File: config.mk
export PLATFORM = sky130hd
export DESIGN_NAME = etapa_mem_vectorial_flat
export DESIGN_NICKNAME = d
export VERILOG_FILES = /design/src/rtl/etapa_mem_vectorial_if.sv /design/src/rtl/etapa_mem_vectorial.sv /design/src/flat_wrapper.sv
export SDC_FILE = /design/constraint.sdc
export NUM_CORES = 1
export LEC_CHECK = 0
export BUFFER_PORTS_ARGS = -buffer_cell sky130_fd_sc_hd__buf_2
export CAP_MARGIN = 10
export CORE_UTILIZATION = 27
export CTS_BUF_LIST = sky130_fd_sc_hd__clkbuf_16
export DETAILED_ROUTE_END_ITERATION = 7
export GPL_TIMING_DRIVEN = 0
export HOLD_SLACK_MARGIN = 0.03
export PLACE_DENSITY = 0.54
export SYNTH_ARGS = -nofsm -noshare
export SYNTH_HDL_FRONTEND = slang
export SYNTH_SLANG_ARGS = --single-unit
export TNS_END_PERCENT = 20
File: constraint.sdc
create_clock -name clk -period 2.5 [get_ports clk]
set_clock_uncertainty 0.05 [all_clocks]
set_input_delay 0.375 -clock clk [delete_from_list [all_inputs] [get_ports clk]]
set_output_delay 0.375 -clock clk [all_outputs]
set_load 0.01 [all_outputs]
File: src/rtl/etapa_mem_vectorial_if.sv
// ============================================================================
// Module      : etapa_mem_vectorial_if
// Description : Bundles EXE/MEM inputs, stall, data-memory port and MEM/WB
//               outputs of the vector memory stage.
// Revision    : 1.0 - initial release
// ============================================================================
`default_nettype none

interface etapa_mem_vectorial_if;
    logic        sel_pcmem_in;
    logic        sum_mem_in;
    logic        sel_mem_in;
    logic        sel_data_in;
    logic        mem_wr_in;
    logic        sel_wb_in;
    logic        reg_wrv_in;
    logic        reg_wrs_in;
    logic [31:0] DATA1_in;
    logic [31:0] ALU_in;
    logic [2:0]  dir_dest_in;
    logic [7:0]  inmediato_in;
    logic        stall;
    logic [7:0]  mem_addr;
    logic [7:0]  mem_wdata;
    logic        mem_we;
    logic [7:0]  mem_rdata;
    logic        wb_valido;
    logic [31:0] wb_dato;
    logic [2:0]  wb_dir_dest;
    logic        wb_sel_wb;
    logic        wb_reg_wrv;
    logic        wb_reg_wrs;
    logic        wb_sel_pcmem;

    modport slave (
        input  sel_pcmem_in, sum_mem_in, sel_mem_in, sel_data_in, mem_wr_in,
        input  sel_wb_in, reg_wrv_in, reg_wrs_in, DATA1_in, ALU_in,
        input  dir_dest_in, inmediato_in, mem_rdata,
        output stall, mem_addr, mem_wdata, mem_we,
        output wb_valido, wb_dato, wb_dir_dest,
        output wb_sel_wb, wb_reg_wrv, wb_reg_wrs, wb_sel_pcmem
    );

    modport master (
        output sel_pcmem_in, sum_mem_in, sel_mem_in, sel_data_in, mem_wr_in,
        output sel_wb_in, reg_wrv_in, reg_wrs_in, DATA1_in, ALU_in,
        output dir_dest_in, inmediato_in, mem_rdata,
        input  stall, mem_addr, mem_wdata, mem_we,
        input  wb_valido, wb_dato, wb_dir_dest,
        input  wb_sel_wb, wb_reg_wrv, wb_reg_wrs, wb_sel_pcmem
    );
endinterface

`default_nettype wire

File: src/rtl/etapa_mem_vectorial.sv
// ============================================================================
// Module      : etapa_mem_vectorial
// Description : Memory-stage sequencer; runs scalar (1) or vector (4) byte
//               accesses on a synchronous memory and stalls while busy.
//               Optional macro MEM_STRIDE_EN enables the immediate stride.
// Revision    : 1.0 - initial release
// ============================================================================
`default_nettype none

module etapa_mem_vectorial (
    input  logic                 clk,
    input  logic                 rst,
    etapa_mem_vectorial_if.slave bus
);
    typedef enum logic [1:0] {
        IDLE = 2'd0,
        ACC  = 2'd1,
        FIN  = 2'd2
    } state_t;

    state_t      state_q, state_d;
    logic [2:0]  idx_q, idx_d;
    logic [7:0]  addr_q, addr_d;
    logic [7:0]  stride_q, stride_d;
    logic        is_store_q, is_store_d;
    logic        is_vec_q, is_vec_d;
    logic [31:0] data1_q, data1_d;
    logic [31:0] alu_q, alu_d;
    logic [31:0] ld_q, ld_d;
    logic [2:0]  dest_q, dest_d;
    logic [3:0]  ctl_q, ctl_d;          // {sel_wb, reg_wrv, reg_wrs, sel_pcmem}
    logic        wb_valido_q, wb_valido_d;
    logic [31:0] wb_dato_q, wb_dato_d;
    logic [2:0]  wb_dir_dest_q, wb_dir_dest_d;
    logic [3:0]  wb_ctl_q, wb_ctl_d;

    logic        w_is_mem;
    logic        w_last;
    logic        w_ld_cap;
    logic [1:0]  w_lane;
    logic [7:0]  w_stride;
    logic [3:0]  w_ctl_in;

`ifdef MEM_STRIDE_EN
    assign w_stride = bus.sum_mem_in ? bus.inmediato_in : 8'd1;
`else
    logic w_unused_stride;
    assign w_unused_stride = ^{bus.sum_mem_in, bus.inmediato_in};
    assign w_stride        = 8'd1;
`endif

    assign w_is_mem = bus.sel_data_in | bus.mem_wr_in;
    assign w_last   = is_vec_q ? (idx_q == 3'd3) : 1'b1;
    assign w_ctl_in = {bus.sel_wb_in, bus.reg_wrv_in, bus.reg_wrs_in, bus.sel_pcmem_in};

    // Read data lags its request by one cycle, so it belongs to lane idx-1;
    // in FIN the index has already moved past the last element.
    assign w_lane   = idx_q[1:0] - 2'd1;
    assign w_ld_cap = ~is_store_q & (((state_q == ACC) & (idx_q != 3'd0)) | (state_q == FIN));

    assign bus.stall     = (state_q != IDLE);
    assign bus.mem_addr  = (state_q == ACC) ? addr_q : 8'd0;
    assign bus.mem_we    = (state_q == ACC) & is_store_q & ~rst;
    assign bus.mem_wdata = ((state_q == ACC) & is_store_q) ? data1_q[{idx_q[1:0], 3'b000} +: 8] : 8'd0;

    assign bus.wb_valido    = wb_valido_q;
    assign bus.wb_dato      = wb_dato_q;
    assign bus.wb_dir_dest  = wb_dir_dest_q;
    assign bus.wb_sel_wb    = wb_ctl_q[3];
    assign bus.wb_reg_wrv   = wb_ctl_q[2];
    assign bus.wb_reg_wrs   = wb_ctl_q[1];
    assign bus.wb_sel_pcmem = wb_ctl_q[0];

    always_comb begin
        state_d       = state_q;
        idx_d         = idx_q;
        addr_d        = addr_q;
        stride_d      = stride_q;
        is_store_d    = is_store_q;
        is_vec_d      = is_vec_q;
        data1_d       = data1_q;
        alu_d         = alu_q;
        ld_d          = ld_q;
        dest_d        = dest_q;
        ctl_d         = ctl_q;
        wb_valido_d   = 1'b0;
        wb_dato_d     = wb_dato_q;
        wb_dir_dest_d = wb_dir_dest_q;
        wb_ctl_d      = wb_ctl_q;

        if (w_ld_cap) begin
            case (w_lane)
                2'd0:    ld_d[7:0]   = bus.mem_rdata;
                2'd1:    ld_d[15:8]  = bus.mem_rdata;
                2'd2:    ld_d[23:16] = bus.mem_rdata;
                default: ld_d[31:24] = bus.mem_rdata;
            endcase
        end

        case (state_q)
            IDLE: begin
                if (w_is_mem) begin
                    idx_d      = 3'd0;
                    addr_d     = bus.ALU_in[7:0];
                    stride_d   = w_stride;
                    is_store_d = bus.mem_wr_in;
                    is_vec_d   = bus.sel_mem_in;
                    data1_d    = bus.DATA1_in;
                    alu_d      = bus.ALU_in;
                    ld_d       = 32'd0;
                    dest_d     = bus.dir_dest_in;
                    ctl_d      = w_ctl_in;
                    state_d    = ACC;
                end else begin
                    wb_valido_d   = 1'b1;
                    wb_dato_d     = bus.ALU_in;
                    wb_dir_dest_d = bus.dir_dest_in;
                    wb_ctl_d      = w_ctl_in;
                end
            end
            ACC: begin
                idx_d  = idx_q + 3'd1;
                addr_d = addr_q + stride_q;
                if (w_last) begin
                    state_d = FIN;
                end
            end
            FIN: begin
                wb_valido_d   = 1'b1;
                wb_dato_d     = is_store_q ? alu_q : ld_d;
                wb_dir_dest_d = dest_q;
                wb_ctl_d      = ctl_q;
                state_d       = IDLE;
            end
            default: state_d = IDLE;
        endcase
    end

    always_ff @(posedge clk) begin
        if (rst) begin
            state_q       <= IDLE;
            idx_q         <= 3'd0;
            addr_q        <= 8'd0;
            stride_q      <= 8'd0;
            is_store_q    <= 1'b0;
            is_vec_q      <= 1'b0;
            data1_q       <= 32'd0;
            alu_q         <= 32'd0;
            ld_q          <= 32'd0;
            dest_q        <= 3'd0;
            ctl_q         <= 4'd0;
            wb_valido_q   <= 1'b0;
            wb_dato_q     <= 32'd0;
            wb_dir_dest_q <= 3'd0;
            wb_ctl_q      <= 4'd0;
        end else begin
            state_q       <= state_d;
            idx_q         <= idx_d;
            addr_q        <= addr_d;
            stride_q      <= stride_d;
            is_store_q    <= is_store_d;
            is_vec_q      <= is_vec_d;
            data1_q       <= data1_d;
            alu_q         <= alu_d;
            ld_q          <= ld_d;
            dest_q        <= dest_d;
            ctl_q         <= ctl_d;
            wb_valido_q   <= wb_valido_d;
            wb_dato_q     <= wb_dato_d;
            wb_dir_dest_q <= wb_dir_dest_d;
            wb_ctl_q      <= wb_ctl_d;
        end
    end
endmodule

`default_nettype wire

File: src/flat_wrapper.sv
// flat-port wrapper written by rule: the top's interface ports become plain ports
module etapa_mem_vectorial_flat 
  (clk, rst, bus_sel_pcmem_in, bus_sum_mem_in, bus_sel_mem_in, bus_sel_data_in, bus_mem_wr_in, bus_sel_wb_in, bus_reg_wrv_in, bus_reg_wrs_in, bus_DATA1_in, bus_ALU_in, bus_dir_dest_in, bus_inmediato_in, bus_mem_rdata, bus_stall, bus_mem_addr, bus_mem_wdata, bus_mem_we, bus_wb_valido, bus_wb_dato, bus_wb_dir_dest, bus_wb_sel_wb, bus_wb_reg_wrv, bus_wb_reg_wrs, bus_wb_sel_pcmem);
  etapa_mem_vectorial_if bus_i ();
  input  logic clk;
  input  logic rst;
  input wire logic [$bits(bus_i.sel_pcmem_in)-1:0] bus_sel_pcmem_in;
  input wire logic [$bits(bus_i.sum_mem_in)-1:0] bus_sum_mem_in;
  input wire logic [$bits(bus_i.sel_mem_in)-1:0] bus_sel_mem_in;
  input wire logic [$bits(bus_i.sel_data_in)-1:0] bus_sel_data_in;
  input wire logic [$bits(bus_i.mem_wr_in)-1:0] bus_mem_wr_in;
  input wire logic [$bits(bus_i.sel_wb_in)-1:0] bus_sel_wb_in;
  input wire logic [$bits(bus_i.reg_wrv_in)-1:0] bus_reg_wrv_in;
  input wire logic [$bits(bus_i.reg_wrs_in)-1:0] bus_reg_wrs_in;
  input wire logic [$bits(bus_i.DATA1_in)-1:0] bus_DATA1_in;
  input wire logic [$bits(bus_i.ALU_in)-1:0] bus_ALU_in;
  input wire logic [$bits(bus_i.dir_dest_in)-1:0] bus_dir_dest_in;
  input wire logic [$bits(bus_i.inmediato_in)-1:0] bus_inmediato_in;
  input wire logic [$bits(bus_i.mem_rdata)-1:0] bus_mem_rdata;
  output wire logic [$bits(bus_i.stall)-1:0] bus_stall;
  output wire logic [$bits(bus_i.mem_addr)-1:0] bus_mem_addr;
  output wire logic [$bits(bus_i.mem_wdata)-1:0] bus_mem_wdata;
  output wire logic [$bits(bus_i.mem_we)-1:0] bus_mem_we;
  output wire logic [$bits(bus_i.wb_valido)-1:0] bus_wb_valido;
  output wire logic [$bits(bus_i.wb_dato)-1:0] bus_wb_dato;
  output wire logic [$bits(bus_i.wb_dir_dest)-1:0] bus_wb_dir_dest;
  output wire logic [$bits(bus_i.wb_sel_wb)-1:0] bus_wb_sel_wb;
  output wire logic [$bits(bus_i.wb_reg_wrv)-1:0] bus_wb_reg_wrv;
  output wire logic [$bits(bus_i.wb_reg_wrs)-1:0] bus_wb_reg_wrs;
  output wire logic [$bits(bus_i.wb_sel_pcmem)-1:0] bus_wb_sel_pcmem;
  assign bus_i.sel_pcmem_in = bus_sel_pcmem_in;
  assign bus_i.sum_mem_in = bus_sum_mem_in;
  assign bus_i.sel_mem_in = bus_sel_mem_in;
  assign bus_i.sel_data_in = bus_sel_data_in;
  assign bus_i.mem_wr_in = bus_mem_wr_in;
  assign bus_i.sel_wb_in = bus_sel_wb_in;
  assign bus_i.reg_wrv_in = bus_reg_wrv_in;
  assign bus_i.reg_wrs_in = bus_reg_wrs_in;
  assign bus_i.DATA1_in = bus_DATA1_in;
  assign bus_i.ALU_in = bus_ALU_in;
  assign bus_i.dir_dest_in = bus_dir_dest_in;
  assign bus_i.inmediato_in = bus_inmediato_in;
  assign bus_i.mem_rdata = bus_mem_rdata;
  assign bus_stall = bus_i.stall;
  assign bus_mem_addr = bus_i.mem_addr;
  assign bus_mem_wdata = bus_i.mem_wdata;
  assign bus_mem_we = bus_i.mem_we;
  assign bus_wb_valido = bus_i.wb_valido;
  assign bus_wb_dato = bus_i.wb_dato;
  assign bus_wb_dir_dest = bus_i.wb_dir_dest;
  assign bus_wb_sel_wb = bus_i.wb_sel_wb;
  assign bus_wb_reg_wrv = bus_i.wb_reg_wrv;
  assign bus_wb_reg_wrs = bus_i.wb_reg_wrs;
  assign bus_wb_sel_pcmem = bus_i.wb_sel_pcmem;
  etapa_mem_vectorial u_core (.clk(clk), .rst(rst), .bus(bus_i));
endmodule
==> flow_metrics.py <==
metrics = {
    "synth": {
        "synth-main-ff-cell": "dfxtp_1",
        "netlist_top_cells_count": "nand2_1 (236), dfxtp_1 (159), a21oi_1 (98)",
        "syn_area_um2": 7144,
        "ys_types": 49,
        "syn_avg_cell_area_um2": 8.018,
        "synth_top_area_cell": "dfxtp_1",
        "syn-num-nets": 991,
        "ys_seq_area_share_pct": 44.55,
        "ys_ff_latch": 159,
        "yosys_warnings": 0,
        "yosysTopAreaCellShare_pct": 44.55,
        "synth_most_common_cell": "nand2_1",
        "synth_edf_count": 0,
        "ys_top_cells_by_area": "dfxtp_1 (45%), nand2_1 (12%), a21oi_1 (6.9%)",
        "synthCells": 891,
        "async_flop_share_pct": 0,
    },
    "global_route": {
        "grt_pass1_vias": 6637,
        "grt-ovfl-total": 0,
        "grt_max_degree": 17,
        "grt_pass1_wl_um": 37010,
        "antenna_found_initial": 0,
        "grt_usage_pct": 18.10,
    },
    "sta": {
        "drv_slew": 0,
        "hold_viol_final": 0,
        "setup_viol": 0,
        "grt_setup_unrepaired": "false",
        "hold-worst-slack_ns": 0.1336,
        "min_period_ns": 2.389,
        "worst_pin_slew_ns": 0.7379,
        "clock.fmax_ghz": 0.4185,
        "period_share_pct": 95.57,
        "relSlewSlack_pct": 50.81,
        "finalSetupTns_ns": 0,
    },
    "worst_setup_path": {
        "timing.critical_path.required_ns": 2.08,
        "start_kind": "flip-flop",
        "cpPeakStageDelay_ns": 0.40,
        "crit_arrival_ns": 1.96,
        "worstSetupPathType": "reg -> out",
        "critPathCaptureType": "output port",
        "path_max_fanout": 10,
        "crit_slowest_cell": "clkbuf_1",
        "path_cells": "clkbuf_1 > clkbuf_2 > nor3b_1 > buf_2",
    },
    "clock_tree": {
        "clk_root_buffer_cell": "clkbuf_16",
        "cts_inserted_buffers": 17,
        "cts_buffer_depth": 2,
        "insertion_delay_ns": 0.42,
        "cts_setup_buffers": 0,
        "cts_tree": "done",
        "cts.clk_slew.worst_paths_ns": 0.07,
        "cts.sinks": 159,
        "ctsHtreeMaxLevel": 4,
    },
    "pwr": {
        "p_leak_nw": 3.643,
        "ir_drop_uv": 378.0,
        "power.density_nw_per_um2": 762.2,
    },
    "drt": {
        "drtAntennaViolNets": 0,
        "wire_per_inst_um": 17.11,
        "m1WireLength_um": 11450,
        "met2WireLength_um": 11020,
        "drc": 0,
        "vias": 6739,
        "via_per_inst": 4.817,
        "totalWireLength_um": 23940,
        "top_layer": "met4",
        "drt_iter0_drc": 537,
        "firstDrtPassIters": 5,
        "routed-wl-met3_um": 1230,
    },
    "floorplan": {
        "die_h_um": 164.7,
        "ios": 151,
        "dieWidth_um": 164.7,
        "start_util_pct": 27.49,
        "dieArea_um2": 27110,
        "core_area_um2": 25980,
        "rows": 59,
    },
    "cells_and_area": {
        "diodes": 0,
        "design_area_um2": 8907,
        "fin_cells": 1399,
        "layout-area-overhead-vs-synth_pct": 24.68,
        "drive_above_1_share_pct": 21.24,
        "fin_nets": 1151,
        "final_util_pct": 34.28,
    },
    "place": {
        "hpwl_um": 17740,
        "dp.cells": 1367,
        "place.gp.congestion": 0.8199,
        "io_buffers": 141,
        "placed_cell_area_um2": 8269,
    },
    "status": {
        "outcome": "finished clean",
    },
    "job": {
        "drv_cap": 0,
    },
    "hold_path": {
        "hold_path.class": "in -> reg",
    },
}
[registers in the layout (all words and copies together), names as in the netlist]
signal and flops:
u_core.alu_q 32, u_core.bus.wb_dato 32, u_core.data1_q 32, u_core.ld_q 32
u_core.addr_q 8, u_core.ctl_q 4, u_core.wb_ctl_q 4, u_core.bus.wb_dir_dest 3
u_core.dest_q 3, u_core.idx_q 3, u_core.state_q 2, u_core.bus.wb_valido 1
u_core.is_store_q 1, u_core.is_vec_q 1, u_core.stride_q 1
[worst paths after layout]
check,start,slack [ns],depth (start not counted),endpoint
worst max-delay path,u_core.is_store_q,0.11,4,bus_mem_we
worst max register to register,u_core.idx_q[0],0.30,7,u_core.bus.wb_dato[8]
worst min register to register,u_core.alu_q[9],0.40,2,u_core.alu_q[9]
worst min-delay path,bus_DATA1_in[20],0.13,3,u_core.data1_q[20]
[per-stage QoR]
step           setup WS (ns)  total power [mW]
5_1_grt            0.0004494             7.095
6_report              0.1107             6.789
2_1_floorplan         0.5872             3.574
4_1_cts              0.01315             6.846
3_3_place_gp          0.1260             4.020
3_5_place_dp         0.09049             4.031
[layout by cell type (no fill, tap or decap), drive strengths merged, types with 10 or more instances in the layout]
cell type / Yosys / routed
o211ai: 29 / 29
clkbuf: 39 / 57
mux2i: 27 / 27
and3: 17 / 17
dfxtp: 159 / 159
a311oi: 15 / 15
buf: 39 / 179
o21ai: 30 / 30
nor2: 75 / 75
nand2: 236 / 236
a211oi: 22 / 22
nand3: 10 / 10
a21oi: 100 / 100
[critical path, delay by kind of cell, from the launching register on]
family / cells / cell delay, ns
buffers and inverters: 3 / 0.91
DFF: 1 / 0.35
and+or+nand+nor: 1 / 0.29
[repair_timing]
action | CTS | global route
setup endpoints to repair | 9 | 32
resized for setup | 3 | 5
hold buffers | 0 | 0
pin swaps | 0 | 0
[metal layers]
layer  track usage [%]  up-vias
met4             4.337        0
met2             29.70      164
met3             3.666       15
li1                  -     3400
met5                 0        -
met1             24.20     3160
[report_power, final]
group | switching, mW | internal [mW]
Sequential | 0.104 | 2.73
Combinational | 0.721 | 0.417
Clock | 1.07 | 1.75
[cell families after synthesis]
group | Yosys count | synth area share, %
XOR/XNOR | 2 | 0.2452
multiplexers | 35 | 6.305
buffers and inverters | 84 | 5.639
adder cells (fa/ha/maj) | 7 | 1.226
flip-flops | 159 | 44.55
AO/OA/AOI/OAI | 229 | 20.07
AND/OR/NAND/NOR | 375 | 21.96
[layout make-up]
type                    instances  area, um2
fillers                      2831      17080
well taps                     335      419.2
inverters                       6      22.52
multi-input cells             648       3561
flip-flops and latches        159       3183
plain buffers                  78      387.9
clock inverters                15      202.7
repair buffers                141      705.7
clock buffers                  17      425.4
(Power assumes the default switching activity.)
